$ cat src/rtl/alu_seq.sv
// Sequential ALU: latches two operands on a load command, runs a one-hot op,
// with a WIDTH-iteration shift-add unsigned multiplier and exposed FSM status.
module alu_seq #(
  parameter int WIDTH = 8
) (
  input  logic             clk,
  input  logic             rst,
  input  logic             on,
  input  logic [2:0]       in_sel,
  input  logic [WIDTH-1:0] num1,
  input  logic [WIDTH-1:0] num2,
  input  logic [6:0]       out_sel,
  output logic [WIDTH-1:0] final1,
  output logic [WIDTH-1:0] final2,
  output logic [WIDTH-1:0] out,
  output logic [WIDTH-1:0] out_hi,
  output logic             carry,
  output logic             zero,
  output logic             busy,
  output logic             done,
  output logic             err,
  output logic [1:0]       currState,
  output logic [1:0]       nextState
);

  localparam int CW = $clog2(WIDTH) + 1;

  typedef enum logic [1:0] {
    IDLE = 2'b00,
    LOAD = 2'b01,
    MULT = 2'b10,
    DONE = 2'b11
  } state_t;

  state_t               state;
  state_t               next_state;
  logic [CW-1:0]        cnt;
  logic [2*WIDTH-1:0]   acc;
  logic [2*WIDTH-1:0]   acc_next;
  logic [WIDTH:0]       res;
  logic                 cmd_rst;
  logic                 cmd_load;
  logic                 op_legal;
  logic                 op_mul;
  logic                 mul_last;
  logic                 bit_sel;

  // Single-cycle ops; bit WIDTH carries the carry/borrow flag.
  function automatic logic [WIDTH:0] single_op(input logic [6:0]       op,
                                               input logic [WIDTH-1:0] a,
                                               input logic [WIDTH-1:0] b);
    logic [WIDTH:0] r;
    logic [32:0]    sh;
    r  = '0;
    sh = 33'(b);
    case (op)
      7'b1000000: r = {1'b0, a} + {1'b0, b};
      7'b0100000: r = {(a < b), a - b};
      7'b0010000: r = {1'b0, a & b};
      7'b0001000: r = {1'b0, a | b};
      7'b0000100: r = {1'b0, a ^ b};
      7'b0000010: begin
        if (sh >= 33'(WIDTH)) r = '0;
        else                  r = {1'b0, a << b};
      end
      default:    r = '0;
    endcase
    return r;
  endfunction

  assign cmd_rst   = (in_sel == 3'b001);
  assign cmd_load  = (in_sel == 3'b010);
  assign op_legal  = (out_sel != 7'd0) && ((out_sel & (out_sel - 7'd1)) == 7'd0);
  assign op_mul    = (out_sel == 7'b0000001);
  assign mul_last  = (cnt == CW'(WIDTH - 1));
  assign bit_sel   = |(final2 & (WIDTH'(1) << cnt));
  assign acc_next  = acc + (bit_sel ? ({{WIDTH{1'b0}}, final1} << cnt) : '0);
  assign res       = single_op(out_sel, final1, final2);
  assign currState = state;
  assign nextState = next_state;

  always_comb begin
    next_state = state;
    if (on) begin
      if (cmd_rst) begin
        next_state = IDLE;
      end else begin
        case (state)
          IDLE: if (cmd_load) next_state = LOAD;
          LOAD: next_state = op_mul ? MULT : DONE;
          MULT: if (mul_last) next_state = DONE;
          DONE: next_state = IDLE;
          default: next_state = IDLE;
        endcase
      end
    end
  end

  // Register stage: operands, results, flags and FSM advance together.
  always_ff @(posedge clk or posedge rst) begin
    if (rst) begin
      state  <= IDLE;
      final1 <= '0;
      final2 <= '0;
      out    <= '0;
      out_hi <= '0;
      carry  <= 1'b0;
      zero   <= 1'b0;
      busy   <= 1'b0;
      done   <= 1'b0;
      err    <= 1'b0;
      acc    <= '0;
      cnt    <= '0;
    end else if (on) begin
      state <= next_state;
      busy  <= (next_state == LOAD) || (next_state == MULT);
      done  <= (next_state == DONE);
      if (cmd_rst) begin
        final1 <= '0;
        final2 <= '0;
        out    <= '0;
        out_hi <= '0;
        carry  <= 1'b0;
        zero   <= 1'b0;
        err    <= 1'b0;
        acc    <= '0;
        cnt    <= '0;
      end else begin
        case (state)
          IDLE: begin
            if (cmd_load) begin
              final1 <= num1;
              final2 <= num2;
              err    <= 1'b0;
            end
          end
          LOAD: begin
            if (op_mul) begin
              acc <= '0;
              cnt <= '0;
            end else if (op_legal) begin
              out    <= res[WIDTH-1:0];
              carry  <= res[WIDTH];
              zero   <= (res[WIDTH-1:0] == '0);
              out_hi <= '0;
            end else begin
              err <= 1'b1;
            end
          end
          MULT: begin
            acc <= acc_next;
            cnt <= cnt + CW'(1);
            if (mul_last) begin
              out    <= acc_next[WIDTH-1:0];
              out_hi <= acc_next[2*WIDTH-1:WIDTH];
              carry  <= |acc_next[2*WIDTH-1:WIDTH];
              zero   <= (acc_next == '0);
            end
          end
          default: ;
        endcase
      end
    end
  end

endmodule

$ cat config.mk
export PLATFORM = sky130hd
export DESIGN_NAME = alu_seq
export DESIGN_NICKNAME = d
export VERILOG_FILES = /design/src/rtl/alu_seq.sv
export SDC_FILE = /design/constraint.sdc
export NUM_CORES = 1
export LEC_CHECK = 0
export BUFFER_PORTS_ARGS = -buffer_cell sky130_fd_sc_hd__buf_4
export CORE_ASPECT_RATIO = 1.2
export CORE_UTILIZATION = 59
export CTS_CLUSTER_SIZE = 20
export DETAILED_ROUTE_END_ITERATION = 6
export PLACE_DENSITY = 0.9
export REMOVE_ABC_BUFFERS = 1
export SYNTH_ARGS = -nofsm -noshare
export SYNTH_HDL_FRONTEND = slang
export SYNTH_SLANG_ARGS = --single-unit
$ cat constraint.sdc
create_clock -name clk -period 6.1 [get_ports clk]
set_input_delay 1.22 -clock clk [delete_from_list [all_inputs] [get_ports clk]]
set_output_delay 1.22 -clock clk [all_outputs]
set_load 0.01 [all_outputs]
==> impl_metrics.tcl, run 1 <==
set metrics [dict create \
    post_cts_resized 0 \
    cts_buffers 9 \
    synth.avg_cell_area_um2 8.22 \
    synth-edff-count 0 \
    syn-cell-area_um2 5190 \
    post_cts.repair.setup_buffers 0 \
    fin_crit_sh_pct 85.1 \
    drtPass1Iterations 7 \
    finalNonFillerCells 810 \
    worstPathArrival_ns 5.49 \
    power_density_nw_per_um2 417 \
    ys.warnings.count 0 \
    die_w_um 87.7 \
    clk_path_buf_depth 2 \
    pwr-share-clk_pct 19.5 \
    synth_compound_area_share_pct 24.6 \
    holdWs_ns 0.481 \
    grt_pass1_wl_um 23800 \
    cp.required_ns 6.40 \
    io_pins 70 \
    viasPerCell 6.38 \
    hpwl_um 11200 \
    grt_pass1_vias 4912 \
    post-route-min-period_ns 5.19 \
    wirelength_um 14800 \
    yosysMostFrequentCell "nand2_1" \
    synthDistinctLibCells 64 \
    cp-start-kind "flop" \
    status "complete, but fails checks" \
    dpl_cell_area_um2 5780 \
    cap_violations 0 \
    slew_headroom_pct 30.7 \
    row_count 37 \
    antenna_found_initial 0 \
    grt_util_all_layers_pct 33.5 \
    wire_per_inst_um 18.2 \
    grt_remaining_overflow 0 \
    cts_root_buffer "clkbuf_8" \
    synthTopCellsByCount "103 x nand2_1, 59 x dfrtp_1, 55 x o21ai_0" \
    yosysSeqAreaShare_pct 28.4 \
    die_h_um 105 \
    postCtsHoldBufs 0 \
    total_leakage_power_nw 2.96 \
    worst_pin_slew_ns 1.04 \
    cts_tree "done" \
    grt_max_degree 60 \
    synth_fa_ha_area_share_pct 13.0 \
    fin_ws_ns 0.908 \
    switching_share_pct 45.5 \
    p_comb_share_pct 54.8 \
    synth_top_family_by_area "compound AO/OA/AOI/OAI gates" \
    drcViolationCount 2 \
    r2r_setup_slack_ns 0.91 \
    endpoint_kind "flop" \
    yosys-top-cells-area "dfrtp_1 28%, ha_1 12%, nand2_1 7.4%, o21ai_0 5.3%, a21oi_1 3.3%" \
    intPower_mw 1.37 \
    skew_ns 0.0128 \
    fin_nets 769 \
    hold_viol_final 0 \
    port_buffers 69 \
    path_class "flop to flop" \
    die_area_um2 9190 \
    drive_gt1_share_pct 15.9 \
    place.gp.congestion 0.948 \
    synthMuxAreaShare_pct 4.91 \
    peakVddDrop_mv 0.245 \
    post-place-cells 794 \
    cts.sinks 59 \
    start_util_pct 60.7 \
    cts.clk_slew.worst_paths_ns 0.07 \
    cp_max_fo 20 \
    synth_simple_gate_area_share_pct 21.7 \
    setup_tns_ns 0 \
    drv_slew 0 \
    setup_viol_count_final 0 \
    rsz0062_at_grt "false" \
    area_delta_synth_final_pct 16.3 \
    violations "DRC" \
    postRouteAntennaNets 0 \
    final_core_util_pct 70.6 \
    drtIter0Drc 336 \
    via_count 5168 \
    clock_latency_ns 0.36 \
    synth_flop_cell "dfrtp_1" \
    synth_xor_area_share_pct 2.70 \
    power_switching_mw 1.14 \
    ys_seq_elements 59 \
    synth_top_area_cell "dfrtp_1" \
    synth_async_sr_flop_share_pct 100 \
    htree_levels 3 \
    dp_slack_ns 1.03 \
    yosysTopAreaCellShare_pct 28.4 \
    max_freq_ghz 0.193 \
    fillers 669 \
    core_area_um2 8560 \
    seqPwrFrac_pct 25.7 \
    total_power_mw 2.52 \
    fin_area_um2 6040 \
    hold_path_class "flop to flop" \
    diodes 0 \
    synthCells 632 \
]
[layout make-up]
| cell class | instances | area (µm²) | area share (%) |
|---|---|---|---|
| Multi-Input combinational cell | 511 | 3480 | 57.6 |
| Sequential cell | 59 | 1480 | 24.4 |
| Timing Repair Buffer | 73 | 548 | 9.07 |
| Tap cell | 117 | 146 | 2.42 |
| Clock inverter | 6 | 138 | 2.28 |
| Clock buffer | 10 | 128 | 2.11 |
| Inverter | 34 | 128 | 2.11 |
[cell usage in the layout, fill, tap and decap left out, types with 7 or more instances in the layout]
cell,count
nor3_1,11
o22ai_1,7
a22o_1,8
inv_1,31
dfrtp_1,59
nand3_1,11
xor2_1,8
and3_1,10
nand2b_1,11
a21oi_1,34
a221oi_1,7
o21ai_0,55
xnor2_1,8
clkbuf_8,9
nor2_1,41
a21o_1,10
buf_4,73
ha_1,49
nand2_1,103
o31ai_1,11
o21bai_1,7
mux2i_1,12
[layer usage]
layer | track usage, % | wire [µm] | vias to the layer above
li1 | - | - | 2423
met1 | 40.8 | 5990 | 2459
met2 | 57.1 | 7340 | 242
met3 | 4.90 | 919 | 44
met4 | 16.2 | 528 | 0
met5 | 0 | 0 | -
[worst paths after layout]
| kind | startpoint | to | cells past startpoint |
|---|---|---|---|
| max | cnt[1] | zero | 19 |
| min | out[2] | out[2] | 2 |
| max reg2reg | cnt[1] | zero | 19 |
| min reg2reg | out[2] | out[2] | 2 |
| max in group asynchronous | rst | final1[6] | 3 |
| min in group asynchronous | rst | out[1] | 3 |
[cell families after synthesis]
logic type               after synthesis
AND/OR/NAND/NOR                      229
AO/OA/AOI/OAI                        193
buffers and inverters                 62
flip-flops                            59
adder cells (fa/ha/maj)               52
multiplexers                          21
XOR/XNOR                              16
[state kept, by name, indices dropped and copies added (netlist names)]
name,cells
carry,1
final1,8
busy,1
out,8
acc,16
cnt,4
done,1
final2,8
zero,1
currState,2
err,1
out_hi,8
[critical path, stage by stage (launching register included)]
cell and delay [ns]:
dfrtp_1 0.69, inv_1 0.26, ha_1 0.27, a222oi_1 0.36, nand2_1 0.09, a222oi_1 0.27
or2_2 0.26, inv_1 0.11, nand2_1 0.10, nor3_1 0.06, ha_1 0.24, fa_1 0.44
a211oi_1 0.34, o21bai_1 0.16, a211o_1 0.31, a311oi_1 0.41, o211ai_1 0.15, nor4_2 0.23
and4_1 0.24, o31a_1 0.13
[power groups by stage]
stage	logic [mW]	clock network (mW)	registers [mW]
after global routing	1.53	0.511	0.662
after global placement	1.32	0	0.647
after floorplan	0.878	0	0.655
after CTS	1.36	0.493	0.643
final	1.38	0.492	0.646
after detailed placement	1.35	0	0.650
No activity file was read; power rests on OpenSTA's default activity.
==> run 2, diff against run 1 <==
--- a/config.mk
+++ b/config.mk
@@ -7,10 +7,10 @@
 export LEC_CHECK = 0
 export BUFFER_PORTS_ARGS = -buffer_cell sky130_fd_sc_hd__buf_4
 export CORE_ASPECT_RATIO = 1.2
-export CORE_UTILIZATION = 59
+export CORE_UTILIZATION = 52
 export CTS_CLUSTER_SIZE = 20
 export DETAILED_ROUTE_END_ITERATION = 6
-export PLACE_DENSITY = 0.9
+export PLACE_DENSITY = 0.82
 export REMOVE_ABC_BUFFERS = 1
 export SYNTH_ARGS = -nofsm -noshare
 export SYNTH_HDL_FRONTEND = slang
==> impl_metrics.tcl, run 2 (synthesized netlist as in run 1, its figures left out) <==
set metrics [dict create \
    cts_buffers 9 \
    diodes 0 \
    power_density_nw_per_um2 424 \
    cts.clk_slew.worst_paths_ns 0.05 \
    whs_path_depth 2 \
    place.gp.congestion 0.980 \
    die_h_um 111 \
    post-route-min-period_ns 5.14 \
    core_area_um2 9610 \
    worst-path-stages 19 \
    post_cts_resized 0 \
    hold_path_class "flop to flop" \
    worst_pin_slew_ns 1.03 \
    cp_max_fo 20 \
    drive_gt1_share_pct 15.9 \
    grt_pass1_vias 4949 \
    port_buffers 69 \
    die_area_um2 10400 \
    post_cts.repair.setup_buffers 0 \
    grt_max_degree 60 \
    critical_path.max_stage_delay_ns 0.70 \
    worstPathArrival_ns 5.41 \
    drv_slew 0 \
    holdWs_ns 0.479 \
    cap_violations 0 \
    total_leakage_power_nw 2.98 \
    clk_path_buf_depth 2 \
    grt_util_all_layers_pct 30.6 \
    antenna_found_initial 0 \
    htree_levels 3 \
    wire_per_inst_um 18.7 \
    fin_nets 769 \
    largest_reg_flops 16 \
    reg2reg_depth 19 \
    final_core_util_pct 63.5 \
    io_pins 70 \
    hold_viol_final 0 \
    cp.required_ns 6.37 \
    endpoint_kind "flop" \
    top_register "acc" \
    postCtsHoldBufs 0 \
    cp-start-kind "flop" \
    wirelength_um 15300 \
    fin_crit_sh_pct 84.3 \
    crit_chain "inv_1 -> ha_1 -> a222oi_1 -> nand2_1 -> a222oi_1 -> or2_2 -> inv_1 -> nand2_1 -> nor3_1 -> ha_1 -> fa_1 -> a211oi_1 -> o21bai_1 -> a211o_1 -> a311oi_1 -> o211ai_1 -> nor4_2 -> and4_1 -> o31a_1" \
    max_freq_ghz 0.195 \
    row_count 39 \
    viasPerCell 6.23 \
    skew_ns 0.00546 \
    setup_tns_ns 0 \
    crit_family "compound AO/OA/AOI/OAI gates" \
    area_delta_synth_final_pct 17.5 \
    cts_tree "done" \
    rsz0062_at_grt "false" \
    cpMaxStageDelayCell "dfrtp_1" \
    postRouteAntennaNets 0 \
    layout_common_cells "103 x nand2_1, 73 x buf_4, 59 x dfrtp_1" \
    final_common_cell "nand2_1" \
    die_w_um 93.2 \
    hpwl_um 11500 \
    grt_remaining_overflow 0 \
    peakVddDrop_mv 0.226 \
    crit_buf_inv 2 \
    drcViolationCount 0 \
    cts.sinks 59 \
    clock_latency_ns 0.33 \
    path_class "flop to flop" \
    grt_pass1_wl_um 24900 \
    via_count 5083 \
    setup_viol_count_final 0 \
    status "completed" \
    drtPass1Iterations 5 \
    start_util_pct 54.0 \
    slew_headroom_pct 31.1 \
    cts_root_buffer "clkbuf_16" \
    drtIter0Drc 364 \
]
-- run 2: cell count changes in the layout (fill, tap and decap cells not counted), sizes merged --
cell	change
bufinv	-2
clkinv	-1
clkinvlp	+2
inv	+1
-- run 2: layout make-up --
| cell class | count | area (µm²) |
|---|---|---|
| timing repair buffer | 73 | 548 |
| clock buffer | 10 | 229 |
| fill | 829 | 3510 |
| sequential | 59 | 1480 |
| multi-input combinational | 511 | 3480 |
| tap | 123 | 154 |
| clock inverter | 6 | 88.8 |
| inverter | 34 | 128 |
-- run 2: worst min-delay path: stages (launching register included) --
cell     delay, ns
dfrtp_1       0.34
nand2_1       0.05
o31ai_1       0.05
-- run 2: worst paths after layout --
check,from,slack (ns),end
setup / recovery,cnt[1],0.96,zero
hold / removal,out_hi[5],0.48,out_hi[5]
setup reg to reg,cnt[1],0.96,zero
hold reg to reg,out_hi[5],0.48,out_hi[5]
max in group asynchronous,rst,4.47,final1[7]
min in group asynchronous,rst,1.12,err
-- run 2: metrics by stage --
step	setup WS, ns	instance area, µm²	power (mW)	instances
after global placement	1.23	5790	1.99	800
after floorplan	1.67	5080	1.53	604
after detailed placement	1.03	5790	2.02	800
final	0.959	6100	2.59	816
after global routing	0.550	6100	2.78	816
after CTS	0.996	6100	2.58	816
-- run 2: where the power goes --
part / internal (mW) / leakage, nW / switching [mW]
Clock: 0.358 / 0.149 / 0.193
Combinational: 0.569 / 2.05 / 0.812
Sequential: 0.492 / 0.783 / 0.165
Total: 1.42 / 2.98 / 1.17
-- run 2: per-layer routing --
| metal | vias to the layer above | wire length [µm] | share of wire, % | GRT usage [%] |
|---|---|---|---|---|
| li1 | 2426 | - | - | - |
| met1 | 2389 | 6400 | 42 | 37.8 |
| met2 | 215 | 7460 | 49 | 50.7 |
| met3 | 53 | 748 | 4.9 | 5.26 |
| met4 | 0 | 675 | 4.4 | 16.3 |
| met5 | - | 0 | 0 | 0 |
